$ cat src/rtl/matvec_sequencer.sv
// matvec_sequencer: walks a weight matrix one row at a time, hands each row and
// the latched input vector to an external dot-product engine, and collects the
// engine results into out_vec. Optional ReLU on captured results is enabled by
// defining MATVEC_RELU_EN; the default build stores results unchanged.
module matvec_sequencer #(
   parameter int FRACTION_WIDTH = 15,
   parameter int BIT_WIDTH      = 32,
   parameter int VECTOR_SIZE    = 10,
   parameter int NUM_ROWS       = 4,
   localparam int ROW_W         = (NUM_ROWS > 1) ? $clog2(NUM_ROWS) : 1
) (
   input  logic                                   clk,
   input  logic                                   reset,
   input  logic                                   start,
   input  logic [VECTOR_SIZE-1:0][BIT_WIDTH-1:0]  in_vec,
   output logic [ROW_W-1:0]                       row_idx,
   input  logic [VECTOR_SIZE-1:0][BIT_WIDTH-1:0]  weight_row,
   output logic                                   dot_start,
   output logic [VECTOR_SIZE-1:0][BIT_WIDTH-1:0]  dot_a_vec,
   output logic [VECTOR_SIZE-1:0][BIT_WIDTH-1:0]  dot_b_vec,
   input  logic [BIT_WIDTH-1:0]                   dot_result,
   input  logic                                   dot_done,
   output logic [NUM_ROWS-1:0][BIT_WIDTH-1:0]     out_vec,
   output logic                                   busy,
   output logic                                   done
);

   // The fraction width is only carried along for the engine's Q format; a
   // format whose fraction does not fit inside the word is meaningless.
   if (FRACTION_WIDTH >= BIT_WIDTH) begin : g_fracCheck
      $error("matvec_sequencer: FRACTION_WIDTH must be smaller than BIT_WIDTH");
   end

   typedef enum logic [2:0] {
      IDLE,
      LOAD,
      RUN,
      CAPTURE,
      FINISH
   } state_t;

   state_t                                state_q, state_d;
   logic [ROW_W-1:0]                      rowIdx_q, rowIdx_d;
   logic                                  prevDotDone_q;
   logic [VECTOR_SIZE-1:0][BIT_WIDTH-1:0] aVec_q;
   logic [VECTOR_SIZE-1:0][BIT_WIDTH-1:0] bVec_q;
   logic [NUM_ROWS-1:0][BIT_WIDTH-1:0]    outVec_q;
   logic                                  loadA;
   logic                                  loadB;
   logic                                  captureEn;
   logic                                  doneRise;
   logic [BIT_WIDTH-1:0]                  captureWord;

   // Only a fresh low-to-high transition of the engine done level counts, so a
   // level left high by the previous row cannot end the current row early.
   assign doneRise = dot_done & ~prevDotDone_q;

`ifdef MATVEC_RELU_EN
   // Negative results (sign bit set) are clamped to zero before storage.
   assign captureWord = dot_result[BIT_WIDTH-1] ? '0 : dot_result;
`else
   assign captureWord = dot_result;
`endif

   // Next-state and control strobes for the row sequencing FSM.
   always_comb begin
      state_d   = state_q;
      rowIdx_d  = rowIdx_q;
      loadA     = 1'b0;
      loadB     = 1'b0;
      captureEn = 1'b0;
      case (state_q)
         IDLE: begin
            if (start) begin
               loadB    = 1'b1;
               rowIdx_d = '0;
               state_d  = LOAD;
            end
         end
         LOAD: begin
            loadA   = 1'b1;
            state_d = RUN;
         end
         RUN: begin
            if (doneRise) begin
               captureEn = 1'b1;
               state_d   = CAPTURE;
            end
         end
         CAPTURE: begin
            if (rowIdx_q == ROW_W'(NUM_ROWS - 1)) begin
               state_d = FINISH;
            end else begin
               rowIdx_d = rowIdx_q + ROW_W'(1);
               state_d  = LOAD;
            end
         end
         FINISH: begin
            state_d = IDLE;
         end
         default: begin
            state_d = IDLE;
         end
      endcase
   end

   // State, row pointer, operand latches and result storage; reset clears all
   // of it and wins over any request arriving on the same edge.
   always_ff @(posedge clk) begin
      if (reset) begin
         state_q       <= IDLE;
         rowIdx_q      <= '0;
         prevDotDone_q <= 1'b0;
         aVec_q        <= '0;
         bVec_q        <= '0;
         outVec_q      <= '0;
      end else begin
         state_q       <= state_d;
         rowIdx_q      <= rowIdx_d;
         prevDotDone_q <= dot_done;
         if (loadB) begin
            bVec_q <= in_vec;
         end
         if (loadA) begin
            aVec_q <= weight_row;
         end
         if (captureEn) begin
            for (int r = 0; r < NUM_ROWS; r++) begin
               if (rowIdx_q == ROW_W'(r)) begin
                  outVec_q[r] <= captureWord;
               end
            end
         end
      end
   end

   assign row_idx   = rowIdx_q;
   assign dot_a_vec = aVec_q;
   assign dot_b_vec = bVec_q;
   assign out_vec   = outVec_q;
   assign busy      = (state_q != IDLE);
   assign dot_start = (state_q == RUN);
   assign done      = (state_q == FINISH);

endmodule

$ cat config.mk
export PLATFORM = sky130hd
export DESIGN_NAME = matvec_sequencer
export DESIGN_NICKNAME = d
export VERILOG_FILES = /design/src/rtl/matvec_sequencer.sv
export SDC_FILE = /design/constraint.sdc
export NUM_CORES = 2
export LEC_CHECK = 0
export ABC_AREA = 1
export BUFFER_PORTS_ARGS = -buffer_cell sky130_fd_sc_hd__buf_4
export CORE_AREA = 5 5 567 569
export CTS_BUF_LIST = sky130_fd_sc_hd__clkbuf_16
export DETAILED_ROUTE_END_ITERATION = 10
export DIE_AREA = 0 0 572 574
export SLEW_MARGIN = 20
export SYNTH_ARGS = -nofsm -noshare
export SYNTH_HDL_FRONTEND = slang
export SYNTH_SLANG_ARGS = --single-unit
$ cat constraint.sdc
create_clock -name clk -period 1.8 [get_ports clk]
set_input_delay 0.09 -clock clk [delete_from_list [all_inputs] [get_ports clk]]
set_output_delay 0.09 -clock clk [all_outputs]
set_load 0.01 [all_outputs]
# == Yosys cells after proc, flatten, opt, wreduce, memory -nomap -nowiden ==
# Cells that the tools add are included.
# word_totals
ff_bits,774
inputBits,676
out_inout_bits,773
wordCells,62
# op_classes
addsub,1
eq_ne,10
muxes,12
n_bitwise,2
n_reduce_logical,10
# op_table
operator,count
$pmux W3 S4,1
$reduce_and A2 Y1,5
$mux W3,3
$eq A3 B2 Y1 const B,2
$mux W1,5
$eq A2 B2 Y1 const B,2
$mux W2,2
$ne A2 B2 Y1 const B,2
$pmux W2 S2,1
$eq A3 B1 Y1 const B,1
$eq A3 B3 Y1 const B,1
$logic_not A3 Y1,1
$reduce_and A3 Y1,1
$reduce_bool A3 Y1,1
$add A2 B1 Y2 const B,1
$eq A2 B1 Y1 const B,1
$logic_not A2 Y1,1
$ne A2 B1 Y1 const B,1
$reduce_bool A2 Y1,1
$and A1 B1 Y1,1
$not A1 Y1,1

# == Logic depth before layout (Yosys ltp) ==
# logic_depth
ltp_word,5
ltp_mapped,8
depth_no_buf,7

# == Worst setup path after synthesis ==
# Ideal clock, no wire load.
# synth_timing
path_type,flip-flop to flip-flop
startpoint,"register rowIdx_q[1], in the netlist row_idx[1]"
endpoint,register outVec_q (netlist bit out_vec[100])
arrival_time_ns,1.291
required_time_ns,1.690
setup_slack_ns,0.399
stages_incl_launch_ff,7
n_path_buf,2
synth_period_minus_slack_ns,1.401
cell_sequence,dfxtp_1 ha_1 clkbuf_1 buf_1 nand4_1 nand2_1 nor2_1
# synth_via
elab_chain_cells,2
# synth_lines
item,line,rtl
"start, declared",43,"logic [ROW_W-1:0] rowIdx_q, rowIdx_d;"
"start signal, assigned",119,rowIdx_q <= rowIdx_d;
$eq A2 B2 Y1,129,if (rowIdx_q == ROW_W'(r)) begin
$reduce_and A2 Y1 (no line),--,
"end signal, assigned by index",130,outVec_q[r] <= captureWord;
"end, declared",47,logic [NUM_ROWS-1:0][BIT_WIDTH-1:0] outVec_q;
# Every way passes these cells.
# A chain may end at the register's enable or synchronous reset.

# == Worst setup path in the final report ==
# layout_timing
startpoint,register state_q[0]
endpoint,register aVec_q (netlist bit dot_a_vec[254])
# layout_via
elab_chain_cells,2
# layout_lines
item,line,rtl
"start, declared",42,"state_t state_q, state_d;"
"start signal, assigned",118,state_q <= state_d;
$eq A3 B1 Y1,72,case (state_q)
$mux W1,72,
"end signal, assigned",125,aVec_q <= weight_row;
"end, declared",45,logic [VECTOR_SIZE-1:0][BIT_WIDTH-1:0] aVec_q;
# Every way passes these cells.

==> results.yml <==
run_status:
  status: "finished, final reports clean"
floorplan:
  die_x_um: 572
  rows: 207
  core_area_um2: 316000
  die-height_um: 574
  fp.dieArea_um2: 328000
  start_util_pct: 9.26
  io-pin-count: 1449
sta:
  rsz0062_at_grt: "yes"
  relSlewSlack_pct: 62.5
  tightest_slew_ns: 0.562
  hold_viol: 0
  setup_viol: 0
  setup_ws_ns: 0.0404
  min_period_over_period_pct: 97.8
  slew_viol_final: 0
  fin_skew_ns: 0.0661
  clock.fmax_mhz: 568
  hold_ws_ns: 0.0976
  post-route-min-period_ns: 1.76
worst_setup_path:
  path_buf_inv: 5
  crit_path_max_incr_delay_ns: 0.39
  path_delay_family: "buffers and inverters"
  setup.worst_path.class: "flop to flop"
  cp-start-kind: "flop"
  crit_top_cell: "buf_12"
  ff2ff_path_depth: 9
  cp_slowest_cell: "dfxtp_4"
  crit_fanout: 40
  r2r-end: "dot_a_vec[254]"
  arrival_ns: 2.49
  worst_setup_path_end_kind: "flop"
  reg2reg_from: "state_q[0]"
  rrSetupSlack_ns: 0.04
  worstPathCellList: "inv_2, buf_4, nor2_4, buf_12, nand2_8, buf_12, buf_12, nand2_1, a21oi_1"
  critical_path_required_ns: 2.53
power_and_ir_drop:
  leakage_nw: 24.1
  power-per-cell-area_nw_per_um2: 1080
  vdd_drop_max_v: 0.000817
  p_total_mw: 62.0
clock_network:
  cts_made_buffers: 107
  clockRootBuffer: "clkbuf_16"
  cts_sinks: 774
  worstSkewPairLatency_ns: 0.85
  clk_pin_slew_ns: 0.06
  clockBufferDepth: 4
  tritoncts: "built"
  h-tree-depth: 3
synth:
  synth-seq-cells: 774
  synth.avg_cell_area_um2: 7.60
  ys_seq_area_share_pct: 52.9
  netlist_area_um2: 29300
  ys_warn_count: 0
  synth_cells: 3856
  synth.distinct_cells: 20
  syn_nets: 4536
global_route:
  antenna_found_initial: 363
  grt_pass1_wl_um: 349000
  grt_pass1_vias: 33500
  grt-ovfl-total: 0
  track_usage_pct: 16.1
  grt_max_degree: 93
placed_design:
  hpwl_um: 237000
  gp_congestion: 0.913
  port_buffers: 1448
  dp_cells: 9288
  place_ws_ns: -0.0237
routing:
  num_vias: 35800
  dr.pass1.iters: 5
  drc_errors: 0
  antenna_left: 0
  wirelength_um: 281000
  drt_iter0_markers: 2775
  via_per_inst: 3.45
  routedWlPerCell_um: 27.1
finish:
  fin_cells: 10400
  drive_above_1_share_pct: 29.2
  syn2layout_area_growth_pct: 95.1
  nNetsFinal: 6628
  fin_util_pct: 18.1
  fillCellCount: 35400
min_path:
  whs_path_depth: 4
  min_to: "dot_a_vec[147]"
  min_from: "weight_row[147]"
  hp-class: "input pin to flop"
flow_run:
  max-cap-violations: 0
-- metrics by stage --
step                instance area (µm²)  TNS (ns)
floorplan                         29300         0
global placement                  45600         0
detailed placement                45600   -0.0924
CTS                               56500    -0.228
global route                      57000    -0.638
finish                            57200         0
-- area by class of cell --
class	instances	area (µm²)	share of cell area [%]
repair buffers	2302	20100	35.1
flip-flops and latches	774	15500	27.1
multi-input cells	2148	10100	17.7
well taps	4180	5230	9.15
clock buffers	107	2680	4.68
inverters	615	2320	4.06
clock inverters	84	816	1.43
diodes	171	428	0.749
-- state kept, by name (all words and copies together), names as in the netlist --
name / count
out_vec: 128
dot_a_vec: 320
row_idx: 2
dot_b_vec: 320
state_q: 3
prevDotDone_q: 1
-- cells in the final DEF, fill, tap and decap left out, types with 113 or more instances in the layout --
master         instances
buf_4               1510
nand4_1              128
clkbuf_16            113
a21oi_1              642
diode_2              171
o21ai_0              300
nor2_1               133
nand3_1              327
dlygate4sd3_1        717
dfxtp_1              771
nand2_1              580
inv_1                626
-- routing by layer --
| metal | GRT usage (%) | routed length, µm | vias up |
|---|---|---|---|
| met5 | 0 | 1390 | - |
| met1 | 18.8 | 111000 | 16400 |
| met2 | 25.0 | 121000 | 1833 |
| met4 | 4.16 | 9010 | 216 |
| li1 | - | - | 16800 |
| met3 | 9.40 | 38800 | 596 |
-- repair_timing --
item / in CTS / in global routing
endpoints found under the hold margin: 773 / 0
cloned: 2 / 6
resized for setup: 17 / 19
buffers inserted: 5 / 2
endpoints found under the setup margin: 20 / 213
pin swaps: 2 / 2
hold buffers: 717 / 0
-- power by group --
group          switching [mW]  internal [mW]  total (mW)
Combinational            11.2           7.85        19.0
Sequential               1.46           19.6        21.0
Clock                    9.20           12.7        21.9
Total                    21.9           40.1        62.0
-- cell usage after synthesis, drive strengths merged --
cell type / number / area (µm²)
dfxtp: 774 / 15500
a21oi: 643 / 3220
inv: 615 / 2310
nand2: 583 / 2190
nand3: 329 / 1650
o21ai: 321 / 1610
buf: 182 / 920
clkbuf: 137 / 514
nor2: 137 / 529
nand4: 128 / 801
ha: 4 / 50.1
nor3: 2 / 10.0
o22ai: 1 / 6.26
-- worst max path at each step --
stage,from,end,slack (ns),cells after the start
2_1_floorplan,row_idx[1],out_vec[100],0.40,6
3_3_place_gp,state_q[1],dot_b_vec[8],0.005,6
3_5_place_dp,state_q[1],dot_b_vec[78],-0.02,6
4_1_cts,state_q[2],done,-0.10,4
5_1_grt,state_q[0],out_vec[97],-0.06,10
6_report,state_q[0],dot_a_vec[254],0.04,9
-- worst reg2reg max path: stages, from the launching register on --
cell,delay (ns)
dfxtp_4,0.39
inv_2,0.05
buf_4,0.14
nor2_4,0.16
buf_12,0.18
nand2_8,0.12
buf_12,0.19
buf_12,0.30
nand2_1,0.09
a21oi_1,0.07
-- kinds of logic after synthesis --
kind of cell               after synthesis  share of synthesized area (%)
adders and majority gates                4                          0.171
and+or+nand+nor                       1179                           17.7
DFF                                    774                           52.9
buffers and inverters                  934                           12.8
AOI/OAI and AO/OA                      965                           16.5
(Power assumes the default switching activity.)
